--- config.mk ---
export PLATFORM = sky130hd
export DESIGN_NAME = fetch_pc_flat
export DESIGN_NICKNAME = d
export VERILOG_FILES = /design/src/rtl/fetch_pc_if.sv /design/src/rtl/fetch_pc.sv /design/src/flat_wrapper.sv
export SDC_FILE = /design/constraint.sdc
export NUM_CORES = 1
export LEC_CHECK = 0
export ABC_AREA = 1
export CORE_AREA = 3 3 148 150
export CTS_CLUSTER_DIAMETER = 50
export DETAILED_ROUTE_END_ITERATION = 12
export DIE_AREA = 0 0 151 153
export DONT_BUFFER_PORTS = 1
export GPL_TIMING_DRIVEN = 0
export PLACE_DENSITY = 0.41
export SETUP_SLACK_MARGIN = 0.02
export SYNTH_ARGS = -nofsm -noshare
export SYNTH_HDL_FRONTEND = slang
export SYNTH_SLANG_ARGS = --single-unit
--- constraint.sdc ---
create_clock -name clk -period 4.3 [get_ports clk]
set_clock_uncertainty 0.1 [all_clocks]
set_input_delay 0.645 -clock clk [delete_from_list [all_inputs] [get_ports clk]]
set_output_delay 0.645 -clock clk [all_outputs]
set_load 0.05 [all_outputs]
--- src/rtl/fetch_pc_if.sv ---
`default_nettype none
// ============================================================================
// fetch_pc_if : instruction-memory request bus and fetch-to-decode handshake
// Revision    : 1.0
// ============================================================================
interface fetch_pc_if;
  logic        imem_req;
  logic [31:0] imem_addr;
  logic [31:0] imem_rdata;
  logic        imem_rvalid;
  logic        if_valid;
  logic        if_ready;
  logic [31:0] if_inst;
  logic [31:0] if_pc;

  modport master (
    output imem_req, imem_addr, if_valid, if_inst, if_pc,
    input  imem_rdata, imem_rvalid, if_ready
  );

  modport slave (
    input  imem_req, imem_addr, if_valid, if_inst, if_pc,
    output imem_rdata, imem_rvalid, if_ready
  );
endinterface
`default_nettype wire

--- src/rtl/fetch_pc.sv ---
`default_nettype none
// ============================================================================
// fetch_pc : PC owner and one-outstanding instruction fetch with branch redirect
// Revision : 1.0
// ============================================================================
module fetch_pc #(
  parameter logic [31:0] RESET_PC = 32'h0000_0000
) (
  input  logic        clk,
  input  logic        rst_n,
  input  logic        br_valid,
  input  logic        br_taken,
  input  logic [31:0] br_target,
  fetch_pc_if.master  bus,
  output logic        flush,
  output logic        err_misalign
);

  typedef enum logic [2:0] {
    ST_RST   = 3'd0,
    ST_REQ   = 3'd1,
    ST_WAIT  = 3'd2,
    ST_HOLD  = 3'd3,
    ST_DRAIN = 3'd4,
    ST_HALT  = 3'd5
  } state_t;

  state_t      r_state;
  state_t      w_redir_state;
  logic [31:0] r_pc;
  logic        r_if_valid;
  logic [31:0] r_if_inst;
  logic [31:0] r_if_pc;
  logic        r_flush;
  logic        r_err;
  logic        w_redirect;
  logic        w_aligned;

  assign w_redirect = br_valid & br_taken;
  assign w_aligned  = (br_target[1:0] == 2'b00);

  // A redirect only skips draining when no response is still owed to us.
  always_comb begin
    w_redir_state = ST_DRAIN;
    if ((r_state == ST_HOLD) || ((r_state == ST_WAIT) && bus.imem_rvalid))
      w_redir_state = ST_REQ;
  end

  always_ff @(posedge clk or negedge rst_n) begin
    if (!rst_n) begin
      r_state    <= ST_RST;
      r_pc       <= RESET_PC;
      r_if_valid <= 1'b0;
      r_if_inst  <= 32'd0;
      r_if_pc    <= 32'd0;
      r_flush    <= 1'b0;
      r_err      <= 1'b0;
    end else begin
      r_flush <= 1'b0;
      case (r_state)
        ST_RST: r_state <= ST_REQ;
        ST_REQ, ST_WAIT, ST_HOLD: begin
          if (w_redirect) begin
            r_flush    <= 1'b1;
            r_if_valid <= 1'b0;
            if (w_aligned) begin
              r_pc    <= br_target;
              r_state <= w_redir_state;
            end else begin
              r_err   <= 1'b1;
              r_state <= ST_HALT;
            end
          end else if (r_state == ST_REQ) begin
            r_state <= ST_WAIT;
          end else if (r_state == ST_WAIT) begin
            if (bus.imem_rvalid) begin
              r_if_inst  <= bus.imem_rdata;
              r_if_pc    <= r_pc;
              r_if_valid <= 1'b1;
              r_state    <= ST_HOLD;
            end
          end else if (r_if_valid && bus.if_ready) begin
            r_if_valid <= 1'b0;
            r_pc       <= r_pc + 32'd4;
            r_state    <= ST_REQ;
          end
        end
        ST_DRAIN: begin
          if (bus.imem_rvalid)
            r_state <= ST_REQ;
        end
        ST_HALT: r_if_valid <= 1'b0;
        default: r_state <= ST_RST;
      endcase
    end
  end

  assign bus.imem_req  = (r_state == ST_REQ);
  assign bus.imem_addr = r_pc;
  assign bus.if_valid  = r_if_valid;
  assign bus.if_inst   = r_if_inst;
  assign bus.if_pc     = r_if_pc;
  assign flush         = r_flush;
  assign err_misalign  = r_err;

endmodule
`default_nettype wire

--- src/flat_wrapper.sv ---
// flat-port wrapper written by rule: the top's interface ports become plain ports
module fetch_pc_flat 
#(
  parameter logic [31:0] RESET_PC = 32'h0000_0000
)
  (clk, rst_n, br_valid, br_taken, br_target, flush, err_misalign, bus_imem_req, bus_imem_addr, bus_if_valid, bus_if_inst, bus_if_pc, bus_imem_rdata, bus_imem_rvalid, bus_if_ready);
  fetch_pc_if bus_i ();
  input  logic clk;
  input  logic rst_n;
  input  logic br_valid;
  input  logic br_taken;
  input  logic [31:0] br_target;
  output logic flush;
  output logic err_misalign;
  output wire logic [$bits(bus_i.imem_req)-1:0] bus_imem_req;
  output wire logic [$bits(bus_i.imem_addr)-1:0] bus_imem_addr;
  output wire logic [$bits(bus_i.if_valid)-1:0] bus_if_valid;
  output wire logic [$bits(bus_i.if_inst)-1:0] bus_if_inst;
  output wire logic [$bits(bus_i.if_pc)-1:0] bus_if_pc;
  input wire logic [$bits(bus_i.imem_rdata)-1:0] bus_imem_rdata;
  input wire logic [$bits(bus_i.imem_rvalid)-1:0] bus_imem_rvalid;
  input wire logic [$bits(bus_i.if_ready)-1:0] bus_if_ready;
  assign bus_imem_req = bus_i.imem_req;
  assign bus_imem_addr = bus_i.imem_addr;
  assign bus_if_valid = bus_i.if_valid;
  assign bus_if_inst = bus_i.if_inst;
  assign bus_if_pc = bus_i.if_pc;
  assign bus_i.imem_rdata = bus_imem_rdata;
  assign bus_i.imem_rvalid = bus_imem_rvalid;
  assign bus_i.if_ready = bus_if_ready;
  fetch_pc #(.RESET_PC(RESET_PC)) u_core (.clk(clk), .rst_n(rst_n), .br_valid(br_valid), .br_taken(br_taken), .br_target(br_target), .bus(bus_i), .flush(flush), .err_misalign(err_misalign));
endmodule
==> summary.md <==
| Metric | Value |
|---|---|
| FF+latch count, synth | 102 |
| WL final | 18100 um |
| Fraction of layout cells with a size suffix above 1 | 0.0735 |
| Worst path slowest cell | dfrtp_1 |
| Mapped Nets | 775 |
| CP cell instances | ha_1, nand3_1, inv_1, nand2_1, inv_1, nand2_1, nand2_1, nand3_1, nand2_1, nand2_1 |
| Hold/Removal Path Class | in2async |
| Max-slew violation count | 0 |
| Mapped cell area | 5170 um^2 |
| Die height | 153 um |
| GPL Wtd Cong | 0.862 |
| Rel. slew slack | 0.534 |
| Core area | 20800 um^2 |
| Seq/Total Area, Yosys | 0.494 |
| Die Wd | 151 um |
| Die area | 23100 um^2 |
| Fin Setup TNS | 0 ns |
| Antenna Nets Post-Route | 0 |
| Post-cts repair resize count | 0 |
| Logic pwr share | 0.225 |
| Int Pwr | 2.15 mW |
| Area grow syn2layout | 12.7% |
| Post-synth cell types | 30 |
| Via density per instance | 4.44 |
| Worst EP required | 4.45 ns |
| Most frequent cells in the layout | nand2_1, dfrtp_1, inv_1 |
| Cell Rows | 53 |
| Cell family with most CP delay | simple AND/OR/NAND/NOR gates |
| Number of global-route vias before repair | 4358 |
| Worst path arrival time | 2.58 ns |
| Via count | 4423 |
| GRT Overall Usage | 0.156 |
| Leading cell type in the layout, fill and taps excluded | nand2_1 |
| Clk network pwr share | 0.161 |
| First-pass GRT wire length | 27200 um |
| Synthesized area per cell | 7.34 um^2 |
| Setup repair bufs after CTS | 0 |
| IO buf count | 0 |
| Initial Util | 0.248 |
| Status | complete, no violations |
| FF-to-FF setup slack | 1.87 ns |
| Actual slew at the worst max-slew pin | 0.699 ns |
| 1st-iter DRT viols | 225 |
| Tot Pwr | 5.09 mW |
| Avg WL per Cell | 18.1 um |
| Critical path's most frequent cell | nand2_1 |
| Leakage power | 2.79 nW |
| Crit Path Max Fanout | 5 |
| Multi-input gate area | 2130 um^2 |
| VDD IR max | 213 uV |
| Final hold slack | 0.0999 ns |
| Fin crit share | 0.564 |
| Worst Path Buf+Inv | 2 |
| Initial antenna violation count | 0 |
| GRT overflow | 0 |
| Router iterations before antenna repair | 4 |
| Max stage delay on crit path | 0.71 ns |
| RSZ-0062 raised after global routing | no |
| Largest net degree at the start of global routing | 103 |
| Fill count | 2351 |
| Sequential cell area | 2550 um^2 |
| Cts bufs inserted | 9 |
| Residual DRC count | 0 |
| Endpoint class of the critical path | register |
| I/O pin count | 170 |
| Final setup viols | 0 |
| Htree depth | 3 |
| Clock root buffer | clkbuf_16 |
| Max-cap viol count | 0 |
| Final nets | 787 |
| Critical path type | reg2reg |
| Sequential share of power | 0.614 |
| Final Hold Fails | 0 |
| Mapped Cells | 704 |
| Clock transition at path regs | 0.07 ns |
| Period minus WS final | 2.43 ns |
| Ys Warns | 0 |
| CTS tree | built |
| P_sw | 2.94 mW |
| Clk sinks | 102 |
| Clk Latency, worst-skew pair | 0.36 ns |
| Half-perimeter wire length after placement | 13800 um |
| Fmax | 412 MHz |
| Setup crit start kind | register |
| Clock Path Buffers | 2 |
| Power per cell area | 873 nW/um^2 |
| Net Sw Frac | 0.578 |
-- cells by family (layout without fill, tap and decap cells) --
family | count (synthesis) | count (layout) | share of synthesized area
AND/OR/NAND/NOR | 374 | 374 | 0.297
buffers and inverters | 117 | 134 | 0.0934
AO/OA/AOI/OAI | 106 | 106 | 0.106
flip-flops | 102 | 102 | 0.494
XOR/XNOR | 4 | 4 | 0.00678
adder cells (fa/ha/maj) | 1 | 1 | 0.00242
other | 0 | 1 | 0
-- power groups by stage --
stage | Clock [mW] | Combinational (mW) | Sequential (mW)
finish | 0.821 | 1.14 | 3.12
global route | 0.884 | 1.33 | 3.20
CTS | 0.853 | 1.16 | 3.15
detailed placement | 0 | 1.13 | 3.17
global placement | 0 | 1.13 | 3.17
floorplan | 0 | 0.883 | 2.96
-- state kept, by name, indices dropped and copies added (netlist names) --
signal / count
u_core.bus.if_inst: 32
u_core.bus.if_pc: 32
u_core.bus.imem_addr: 32
u_core.r_state: 3
u_core.bus.if_valid: 1
u_core.err_misalign: 1
u_core.flush: 1
-- worst reg2reg max path, cell delays in order (launching register included) --
cell and delay, ns:
dfrtp_1 0.71, ha_1 0.35, nand3_1 0.17, inv_1 0.22
nand2_1 0.18, inv_1 0.21, nand2_1 0.08, nand2_1 0.05
nand3_1 0.10, nand2_1 0.10, nand2_1 0.05
-- area by class of cell --
cell class                      count  area share
Sequential cell                   102       0.438
Multi-Input combinational cell    485       0.366
Tap cell                          275      0.0590
Inverter                           91      0.0586
Clock buffer                       11      0.0434
Buffer                             26      0.0243
Clock inverter                      5     0.00537
Timing Repair Buffer                1     0.00472
Antenna cell                        1    0.000429
-- stage by stage --
| step | cell area, um^2 | cells | util | setup slack [ns] |
|---|---|---|---|---|
| 2_1_floorplan | 5170 | 704 | - | 2.36 |
| 3_3_place_gp | 5510 | 979 | 0.265 | 1.88 |
| 3_5_place_dp | 5510 | 979 | 0.265 | 1.88 |
| 4_1_cts | 5830 | 996 | 0.280 | 1.86 |
| 5_1_grt | 5830 | 996 | 0.280 | 1.70 |
| 6_report | 5830 | 997 | 0.280 | 1.87 |
-- path summary, 6_finish.rpt --
path / from / end / cells past startpoint
min: rst_n / u_core.bus.if_inst[17] / 1
min in group clk: bus_imem_rdata[1] / u_core.bus.if_inst[1] / 2
max in group asynchronous: rst_n / u_core.bus.if_inst[31] / 1
min reg2reg: u_core.r_state[2] / u_core.r_state[2] / 2
max: u_core.bus.imem_addr[3] / u_core.bus.imem_addr[26] / 10
max reg2reg: u_core.bus.imem_addr[3] / u_core.bus.imem_addr[26] / 10
-- synth_stat cells, drive strengths merged --
library cell    n  share of area
nand2         232           0.17
dfrtp         102           0.49
o21ai          95          0.093
inv            91          0.066
nor2           88          0.069
nand3          43          0.045
buf            21          0.023
nand4           9          0.011
clkbuf          5         0.0039
a21oi           4         0.0039
o211ai          3         0.0044
xor2            3         0.0051
o21bai          2         0.0029
a31oi           1         0.0012
ha              1         0.0024
nand3b          1         0.0015
o21a            1         0.0015
or2             1         0.0012
xnor2           1         0.0017
-- what timing repair did --
action | CTS | global route
endpoints found under the hold margin | 102 | 0
hold buffers | 1 | 0
setup endpoints to repair | 0 | 0
-- routing by layer --
metal  up-vias  GRT usage  wire length [um]  part of all wire
met5         -          0                 0                 0
met4         0     0.0358               175            0.0097
met3        14     0.0637              1770             0.098
met2       129      0.246              8220              0.46
met1      2052      0.199              7900              0.44
li1       2228          -                 -                 -
Note: power is estimated with default switching activity, not from simulation.
